**config.mk**
```make
export PLATFORM = sky130hd
export DESIGN_NAME = csa_sbox_arb
export DESIGN_NICKNAME = d
export VERILOG_FILES = /design/src/rtl/csa_pkg.sv /design/src/rtl/csa_sbox_arb.sv
export SDC_FILE = /design/constraint.sdc
export NUM_CORES = 1
export LEC_CHECK = 0
export BUFFER_PORTS_ARGS = -buffer_cell sky130_fd_sc_hd__buf_2
export CORE_ASPECT_RATIO = 1.2
export CORE_UTILIZATION = 40
export CTS_CLUSTER_SIZE = 30
export DETAILED_ROUTE_END_ITERATION = 10
export PLACE_DENSITY_LB_ADDON = 0.25
export SYNTH_ARGS = -nofsm -noshare
export SYNTH_HDL_FRONTEND = slang
export SYNTH_SLANG_ARGS = --single-unit
```
**constraint.sdc**
```tcl
create_clock -name clk -period 2.1 [get_ports clk]
set_clock_uncertainty 0.2 [all_clocks]
set_input_delay 0.42 -clock clk [delete_from_list [all_inputs] [get_ports clk]]
set_output_delay 0.42 -clock clk [all_outputs]
set_load 0.005 [all_outputs]
```
**src/rtl/csa_pkg.sv**
```systemverilog
// Shared CSA S-box widths, payload/result types and arbiter state encoding.
package csa_pkg;

  localparam int unsigned CSA_SBOX_IN_W  = 5;
  localparam int unsigned CSA_SBOX_OUT_W = 2;
  localparam int unsigned CSA_NUM_SBOX   = 7;
  localparam int unsigned CSA_PAYLOAD_W  = CSA_SBOX_IN_W * CSA_NUM_SBOX;
  localparam int unsigned CSA_RESULT_W   = CSA_SBOX_OUT_W * CSA_NUM_SBOX;
  localparam int unsigned CSA_SEL_W      = 3;
  localparam int unsigned CSA_SBOX_DEPTH = 32;

  // Element k holds the input to / output of sbox(k+1).
  typedef logic [CSA_NUM_SBOX-1:0][CSA_SBOX_IN_W-1:0]  csa_payload_t;
  typedef logic [CSA_NUM_SBOX-1:0][CSA_SBOX_OUT_W-1:0] csa_result_t;

  typedef enum logic [1:0] {
    CSA_IDLE   = 2'd0,
    CSA_LOOKUP = 2'd1,
    CSA_DONE   = 2'd2
  } csa_state_e;

endpackage

```
**src/rtl/csa_sbox_arb.sv**
```systemverilog
// Round-robin arbiter that runs each granted request's seven S-box lookups
// serially through one shared bank port and returns the packed result.
module csa_sbox_arb
  import csa_pkg::*;
#(
  parameter int unsigned NUM_REQ = 2,
  parameter int unsigned LOOKUPS = 7
) (
  input  logic                              clk,
  input  logic                              rst_n,
  input  logic [NUM_REQ-1:0]                req_valid,
  input  logic [NUM_REQ*CSA_PAYLOAD_W-1:0]  req_data,
  output logic [NUM_REQ-1:0]                req_ready,
  output logic [NUM_REQ-1:0]                rsp_valid,
  output logic [CSA_RESULT_W-1:0]           rsp_data,
  output logic [CSA_SEL_W-1:0]              sb_sel,
  output logic [CSA_SBOX_IN_W-1:0]          sb_in,
  input  logic [CSA_SBOX_OUT_W-1:0]         sb_out
);

  csa_state_e                 state_q, state_d;
  logic                       ptr_q, ptr_d;
  logic                       owner_q, owner_d;
  logic [CSA_SEL_W-1:0]       k_q, k_d;
  csa_payload_t               payload_q, payload_d;
  csa_result_t                result_q, result_d;
  logic [NUM_REQ-1:0]         rsp_valid_q, rsp_valid_d;
  logic [CSA_RESULT_W-1:0]    rsp_data_q, rsp_data_d;
  logic [CSA_SEL_W-1:0]       sb_sel_q, sb_sel_d;
  logic [CSA_SBOX_IN_W-1:0]   sb_in_q, sb_in_d;
  logic [NUM_REQ-1:0]         req_ready_c;
  logic                       gnt_id;
  csa_payload_t               req_pl0, req_pl1;

  assign req_pl0 = req_data[CSA_PAYLOAD_W-1:0];
  assign req_pl1 = req_data[2*CSA_PAYLOAD_W-1:CSA_PAYLOAD_W];

  // Next-state: grant in IDLE, one lookup per LOOKUP cycle, single-cycle DONE.
  always_comb begin
    state_d     = state_q;
    ptr_d       = ptr_q;
    owner_d     = owner_q;
    k_d         = k_q;
    payload_d   = payload_q;
    result_d    = result_q;
    rsp_valid_d = '0;
    rsp_data_d  = rsp_data_q;
    req_ready_c = '0;
    gnt_id      = ptr_q;

    case (state_q)
      CSA_IDLE: begin
        if (|req_valid) begin
          gnt_id      = (&req_valid[1:0]) ? ptr_q : ~req_valid[0];
          req_ready_c = NUM_REQ'(1) << gnt_id;
          payload_d   = gnt_id ? req_pl1 : req_pl0;
          owner_d     = gnt_id;
          ptr_d       = ~gnt_id;
          k_d         = '0;
          result_d    = '0;
          state_d     = CSA_LOOKUP;
        end
      end
      CSA_LOOKUP: begin
        result_d[k_q] = sb_out;
        if (k_q == CSA_SEL_W'(LOOKUPS - 1)) begin
          state_d     = CSA_DONE;
          rsp_valid_d = NUM_REQ'(1) << owner_q;
          rsp_data_d  = result_d;
        end else begin
          k_d = k_q + CSA_SEL_W'(1);
        end
      end
      CSA_DONE: begin
        state_d = CSA_IDLE;
      end
      default: begin
        state_d = CSA_IDLE;
      end
    endcase

    // Bank port is registered from next state so it lines up with the LOOKUP cycle.
    sb_sel_d = '0;
    sb_in_d  = '0;
    if (state_d == CSA_LOOKUP) begin
      sb_sel_d = k_d;
      sb_in_d  = payload_d[k_d];
    end
  end

  always_ff @(posedge clk) begin
    if (!rst_n) begin
      state_q     <= CSA_IDLE;
      ptr_q       <= 1'b0;
      owner_q     <= 1'b0;
      k_q         <= '0;
      payload_q   <= '0;
      result_q    <= '0;
      rsp_valid_q <= '0;
      rsp_data_q  <= '0;
      sb_sel_q    <= '0;
      sb_in_q     <= '0;
    end else begin
      state_q     <= state_d;
      ptr_q       <= ptr_d;
      owner_q     <= owner_d;
      k_q         <= k_d;
      payload_q   <= payload_d;
      result_q    <= result_d;
      rsp_valid_q <= rsp_valid_d;
      rsp_data_q  <= rsp_data_d;
      sb_sel_q    <= sb_sel_d;
      sb_in_q     <= sb_in_d;
    end
  end

  // Accept strobe is combinational so the grant lands in the IDLE cycle itself.
  assign req_ready = req_ready_c;
  assign rsp_valid = rsp_valid_q;
  assign rsp_data  = rsp_data_q;
  assign sb_sel    = sb_sel_q;
  assign sb_in     = sb_in_q;

endmodule

```
== After elaboration in Yosys (flattened, before gate mapping) ==
Index checks and enable logic that the tools add are counted.
W data, S select, Z words.

* Bitwise operators: 2
* Div/mod/pow operators: 0
* Add/sub/neg operators: 1
* Mux-type cells: 19
* Shift operators: 2
* Magnitude comparators: 3
* Reductions and logical operators: 10
* Eq/ne operators: 4
* $mul: 0

{| class="wikitable"
|+ Operators by type and width
! cell !! count
|-
| $mux W35 || 3
|-
| $pmux W14 S2 || 1
|-
| $bmux W5 S3 || 1
|-
| $bwmux W14 || 1
|-
| $mux W14 || 1
|-
| $mux W2 || 5
|-
| $reduce_and A2 Y1 || 5
|-
| $lt A3 B4 Y1 const B || 2
|-
| $demux W2 S3 || 1
|-
| $mux W3 || 2
|-
| $pmux W3 S2 || 1
|-
| $mux W5 || 1
|-
| $eq A2 B1 Y1 const B || 2
|-
| $pmux W2 S2 || 1
|-
| $shl A1 B1 Y2 const A || 2
|-
| $add A3 B1 Y3 const B || 1
|-
| $eq A3 B3 Y1 const B || 1
|-
| $ge A3 B1 Y1 const B || 1
|-
| $reduce_and A3 Y1 || 1
|-
| $logic_not A2 Y1 || 1
|-
| $ne A2 B2 Y1 const B || 1
|-
| $not A1 Y1 || 2
|-
| $reduce_bool A2 Y1 || 1
|-
| $reduce_or A2 Y1 || 1
|-
| 2 further kinds || 2
|}

* Register bits after elaboration: 80
* Output and inout port bits: 26
* Bits in read-only memories: 0
* Memory bits (writable): 0
* Bits in latches: 0
* Input port bits: 76
* Memories kept: 0
* Word-level logic and storage cells: 63

== Logic depth before layout (Yosys ltp) ==
* Depth after elaboration: 7
* Depth in mapped cells: 10
* Gate-level depth less buffers: 8

== Worst setup path before layout ==
Ideal clock, no wire load.

* Path type: input -> register
* Start point: input req_valid[1]
* End point: register sb_in_q[3], in the netlist sb_in[3]
* Cell stages on the path: 9
* Data required time: 1.778 ns
* Path slack: -0.211 ns
* Setup time: 0.122 ns
* Arrival: 1.990 ns
* Path through: or2_1 > buf_2 > a22o_1 > mux2_2 > buf_6 > buf_6 > nand2_1 > o21ai_0 > a221o_1

* Longest elaborated chain between the ends: 7
* Elaborated cells between the ends (all ways): 14
* Classes of those cells: eq/ne (1); mux (10); reduce/logical (3)

{| class="wikitable"
|+ RTL lines
! item !! line !! source
|-
| from (decl) || csa_sbox_arb.sv:11 || <nowiki>input logic [NUM_REQ-1:0] req_valid,</nowiki>
|-
| $reduce_and A2 Y1 || csa_sbox_arb.sv:54 || <nowiki>gnt_id = (&req_valid[1:0]) ? ptr_q : ~req_valid[0];</nowiki>
|-
| $mux W1 || csa_sbox_arb.sv:54 ||
|-
| $mux W35 || csa_sbox_arb.sv:56 || <nowiki>payload_d = gnt_id ? req_pl1 : req_pl0;</nowiki>
|-
| $mux W35 || csa_sbox_arb.sv:53 || <nowiki>if (|req_valid) begin</nowiki>
|-
| $mux W35 || csa_sbox_arb.sv:51 || <nowiki>case (state_q)</nowiki>
|-
| $bmux W5 S3 || csa_sbox_arb.sv:87 || <nowiki>sb_in_d = payload_d[k_d];</nowiki>
|-
| $mux W5 (not written as such) || csa_sbox_arb.sv:87 ||
|-
| to (signal assigned) || csa_sbox_arb.sv:113 || <nowiki>sb_in_q <= sb_in_d;</nowiki>
|-
| to (decl) || csa_sbox_arb.sv:30 || <nowiki>logic [CSA_SBOX_IN_W-1:0] sb_in_q, sb_in_d;</nowiki>
|}

Several ways; a longest one is shown, not always the timed one. The select of a mux whose other input is x is not followed.
A chain may end at the register's enable or synchronous reset.

== Final worst setup path ==
* Start point: register k_q[0]
* End point: register sb_in_q[2], in the netlist sb_in[2]

* Longest elaborated chain between the ends: 5
* Elaborated cells between the ends (all ways): 11
* Classes of those cells: add/sub (1); eq/ne (2); mux (7); reduce/logical (1)

{| class="wikitable"
|+ RTL lines
! item !! line !! source
|-
| from (decl) || csa_sbox_arb.sv:24 || <nowiki>logic [CSA_SEL_W-1:0] k_q, k_d;</nowiki>
|-
| from (signal assigned) || csa_sbox_arb.sv:107 || <nowiki>k_q <= k_d;</nowiki>
|-
| $add A3 B1 Y3 / $eq A3 B3 Y1 (equally long branches) || csa_sbox_arb.sv:71, csa_sbox_arb.sv:66 ||
|-
| $mux W3 / $mux W2 (equally long branches) || csa_sbox_arb.sv:66 || <nowiki>if (k_q == CSA_SEL_W'(LOOKUPS - 1)) begin</nowiki>
|-
| $pmux W3 S2 / $pmux W2 S2 (equally long branches) || csa_sbox_arb.sv:51 ||
|-
| $bmux W5 S3 / $eq A2 B1 Y1 (equally long branches) || csa_sbox_arb.sv:87, csa_sbox_arb.sv:85 ||
|-
| $mux W5 (not written as such) / $reduce_and A2 Y1 (equally long branches) || -- ||
|}

Several ways; a longest one is shown, not always the timed one. The select of a mux whose other input is x is not followed.

==> qor.log <==
INFO  status         status=finished, violations left
INFO  status         violations=negative setup slack
INFO  power_and_ir_drop power_per_cell_area=716.8nW/µm²
INFO  cts            tritoncts_num_sinks=80
INFO  worst_setup_path worstPathRequired=2.13ns
INFO  sta            holdWs=0.1895ns
INFO  global_routing globalRouteTotalUtil=21.46%
INFO  power_and_ir_drop leakagePower=0.002252µW
INFO  route          avgRoutedWirePerCell=13.73µm
INFO  placed_design  place.port_buffers=101
INFO  cells_and_area layout.cells.non_filler=705
INFO  route          routed_wl=9.681mm
INFO  route          route.detailed.vias_per_inst=5.067
INFO  sta            timing_hold_violations_final=0
INFO  cells_and_area nNetsFinal=661
INFO  placed_design  dp_hpwl=6.826mm
INFO  worst_setup_path critPathArrivalTime=2.15ns
INFO  worst_setup_path crit_fanout=6
INFO  route          drc=0
INFO  cells_and_area area_growth_syn_to_layout=31.18%
INFO  global_routing via_count_of_the_first_global_routing_pass=3430
INFO  sta            period_needed=2.115ns
INFO  cts            cts_hold_buf=0
INFO  sta            report.final.slew_viol_count=0
INFO  cts            cts-root-to-sink-buffers=2
INFO  route          detailroute.via_count=3572
INFO  yosys          syn-instance-count=464
INFO  route          drtIter0Drc=150
INFO  global_routing grt_pass1_wl=15.67mm
INFO  die            num_rows=37
INFO  global_routing grt_start_max_net_pins=37
INFO  cells_and_area number_of_fill_cells=861
INFO  die            io_pins=102
INFO  cts            cts_buffers=9
INFO  placed_design  finalWeightedCongestion=0.9059
INFO  placed_design  placed_cells=681
INFO  route          drt_pre_antenna_iters=5
INFO  placed_design  placement.setup.worst_slack=-0.3268ns
INFO  yosys          synth-edff-count=0
INFO  yosys          ys.flop_type=dfxtp_1
INFO  global_routing grt.overflow.total=0
INFO  cts            clock_tree.root_cell=clkbuf_8
INFO  worst_setup_path endpoint_kind=flip-flop
INFO  run            cap_viol_max_count=0
INFO  die            dieHeight=106.3µm
INFO  yosys          async_reset_ff_share=0%
INFO  die            initial_utilization=41.63%
INFO  yosys          avgSynthCellArea=7.809µm²
INFO  die            placeableCoreArea=8703µm²
INFO  cts            clk_transition_reported_paths=0.08ns
INFO  cts            clock_tree.htree_level_count=3
INFO  global_routing grt_antenna_before_repair=0
INFO  yosys          ys.warnings.count=0
INFO  die            die-area=9445µm²
INFO  power_and_ir_drop power.ir.vdd_worst=343.0µV
INFO  sta            timing.final.ws_setup=-0.01534ns
INFO  cts            cts_tree=built
INFO  yosys          synth.lib_cells_used.distinct=33
INFO  yosys          post_synthesis_instance_area=3623µm²
INFO  cells_and_area layout_cell_share_with_drive_strength_beyond_1=30.10%
INFO  min_path       min_path_type=in2reg
INFO  sta            tightest_slew=0.4502ns
INFO  sta            max_freq=472.7MHz
INFO  sta            max_slew_margin=69.99%
INFO  sta            period_share=100.7%
INFO  cts            clk-insertion-delay-late=0.35ns
INFO  sta            report.final.setup_viol=2
INFO  worst_setup_path type_of_the_setup_path_with_the_least_slack=reg2reg
INFO  die            floorplan.die.width=88.89µm
INFO  sta            rsz_0062_raised_after_global_routing=true
INFO  yosys          syn_nets=542
INFO  yosys          synth.ff_latch_count=80
INFO  power_and_ir_drop finalPower=3407µW
INFO  cells_and_area ant_diodes=0
INFO  route          antenna_left=0
INFO  yosys          post_synthesis_sequential_area_ratio=44.20%
INFO  worst_setup_path worstSetupStartpointType=flip-flop
[per-stage QoR]
step,cell area [µm²],setup TNS [ns],utilization [%]
global placement,4413,-1.198,50.70
floorplan,3636,-0.7842,-
finish,4753,-0.02014,54.61
detailed placement,4413,-1.612,50.70
global route,4753,-0.3375,54.61
CTS,4678,-0.007134,53.75
[state kept, by name (all words and copies together) (netlist names)]
register / flops
result_q: 14
owner_q: 1
k_q: 3
rsp_valid: 2
ptr_q: 1
sb_in: 5
state_q: 2
payload_q: 35
rsp_data: 14
sb_sel: 3
[metal layers]
layer  track usage, %  up-vias  part of all wire (%)
li1                 -     1812                     -
met1            26.17     1639                    44
met2            36.92      104                    50
met3            3.339       17                   4.3
met4            8.756        0                   1.7
met5                0        -                     0
[worst max-delay path: stages (launching register included)]
cell and delay [ns]:
dfxtp_2 0.33, inv_2 0.06, ha_4 0.14, nand2_4 0.06, a22o_4 0.24, mux2_4 0.33
mux2i_1 0.21, mux2i_1 0.11, a221o_1 0.31
[cell type report]
| type | instances | area (µm²) | area share (%) |
|---|---|---|---|
| inverter | 4 | 15.01 | 0.3159 |
| clock inverter | 5 | 32.53 | 0.6844 |
| timing repair buffer | 140 | 830.8 | 17.48 |
| tap | 117 | 146.4 | 3.080 |
| sequential | 80 | 1607 | 33.80 |
| multi-input combinational | 348 | 1981 | 41.67 |
| clock buffer | 11 | 141.4 | 2.974 |
[what timing repair did]
item | in CTS | in global routing
setup buffers | 1 | 5
gates resized for setup | 16 | 9
cloned | 2 | 0
pin swaps | 5 | 3
endpoints found under the setup margin | 7 | 5
[worst paths after layout]
kind	from	endpoint	slack, ns	cells after the start
max	k_q[0]	sb_in[2]	-0.02	8
min	req_valid[1]	ptr_q	0.19	3
max reg2reg	k_q[0]	sb_in[2]	-0.02	8
min reg2reg	owner_q	rsp_valid[0]	0.24	1
[cells in the final DEF, fill, tap and decap left out, drive strengths merged, types with 2 or more instances in the layout]
cell type,instances
nor3b,3
a221o,5
a31oi,32
o21ai,20
a21oi,55
and2,32
nor2,51
clkinv,6
nor3,3
nand2,99
ha,2
buf,140
inv,3
mux2,3
nand3b,2
dfxtp,80
clkbuf,11
mux2i,29
[cell usage after synthesis, types with 3 or more instances]
cell / number / area, µm²
a221o_1: 5 / 50.05
a21oi_1: 55 / 275.3
nand2_1: 99 / 371.6
inv_1: 3 / 11.26
nor3_1: 3 / 15.01
a31oi_1: 31 / 193.9
o21ai_0: 18 / 90.09
nor2_1: 51 / 191.4
clkbuf_1: 30 / 112.6
nor3b_1: 3 / 22.52
and2_1: 32 / 200.2
mux2i_1: 29 / 290.3
dfxtp_1: 80 / 1602
[kinds of logic after synthesis]
logic type      Yosys count  share of synthesized area, %
simple gates            196                         23.52
flops                    80                         44.20
compound gates          118                         18.85
mux                      30                         8.322
buf+inv                  38                         4.420
fa+ha+maj                 2                        0.6905
[power by group]
| part | switching (µW) | internal [µW] | total (µW) |
|---|---|---|---|
| Sequential | 34.6 | 1610 | 1640 |
| Clock | 552 | 460 | 1010 |
| Combinational | 405 | 347 | 752 |
| Total | 992 | 2420 | 3410 |
(Power assumes the default switching activity.)
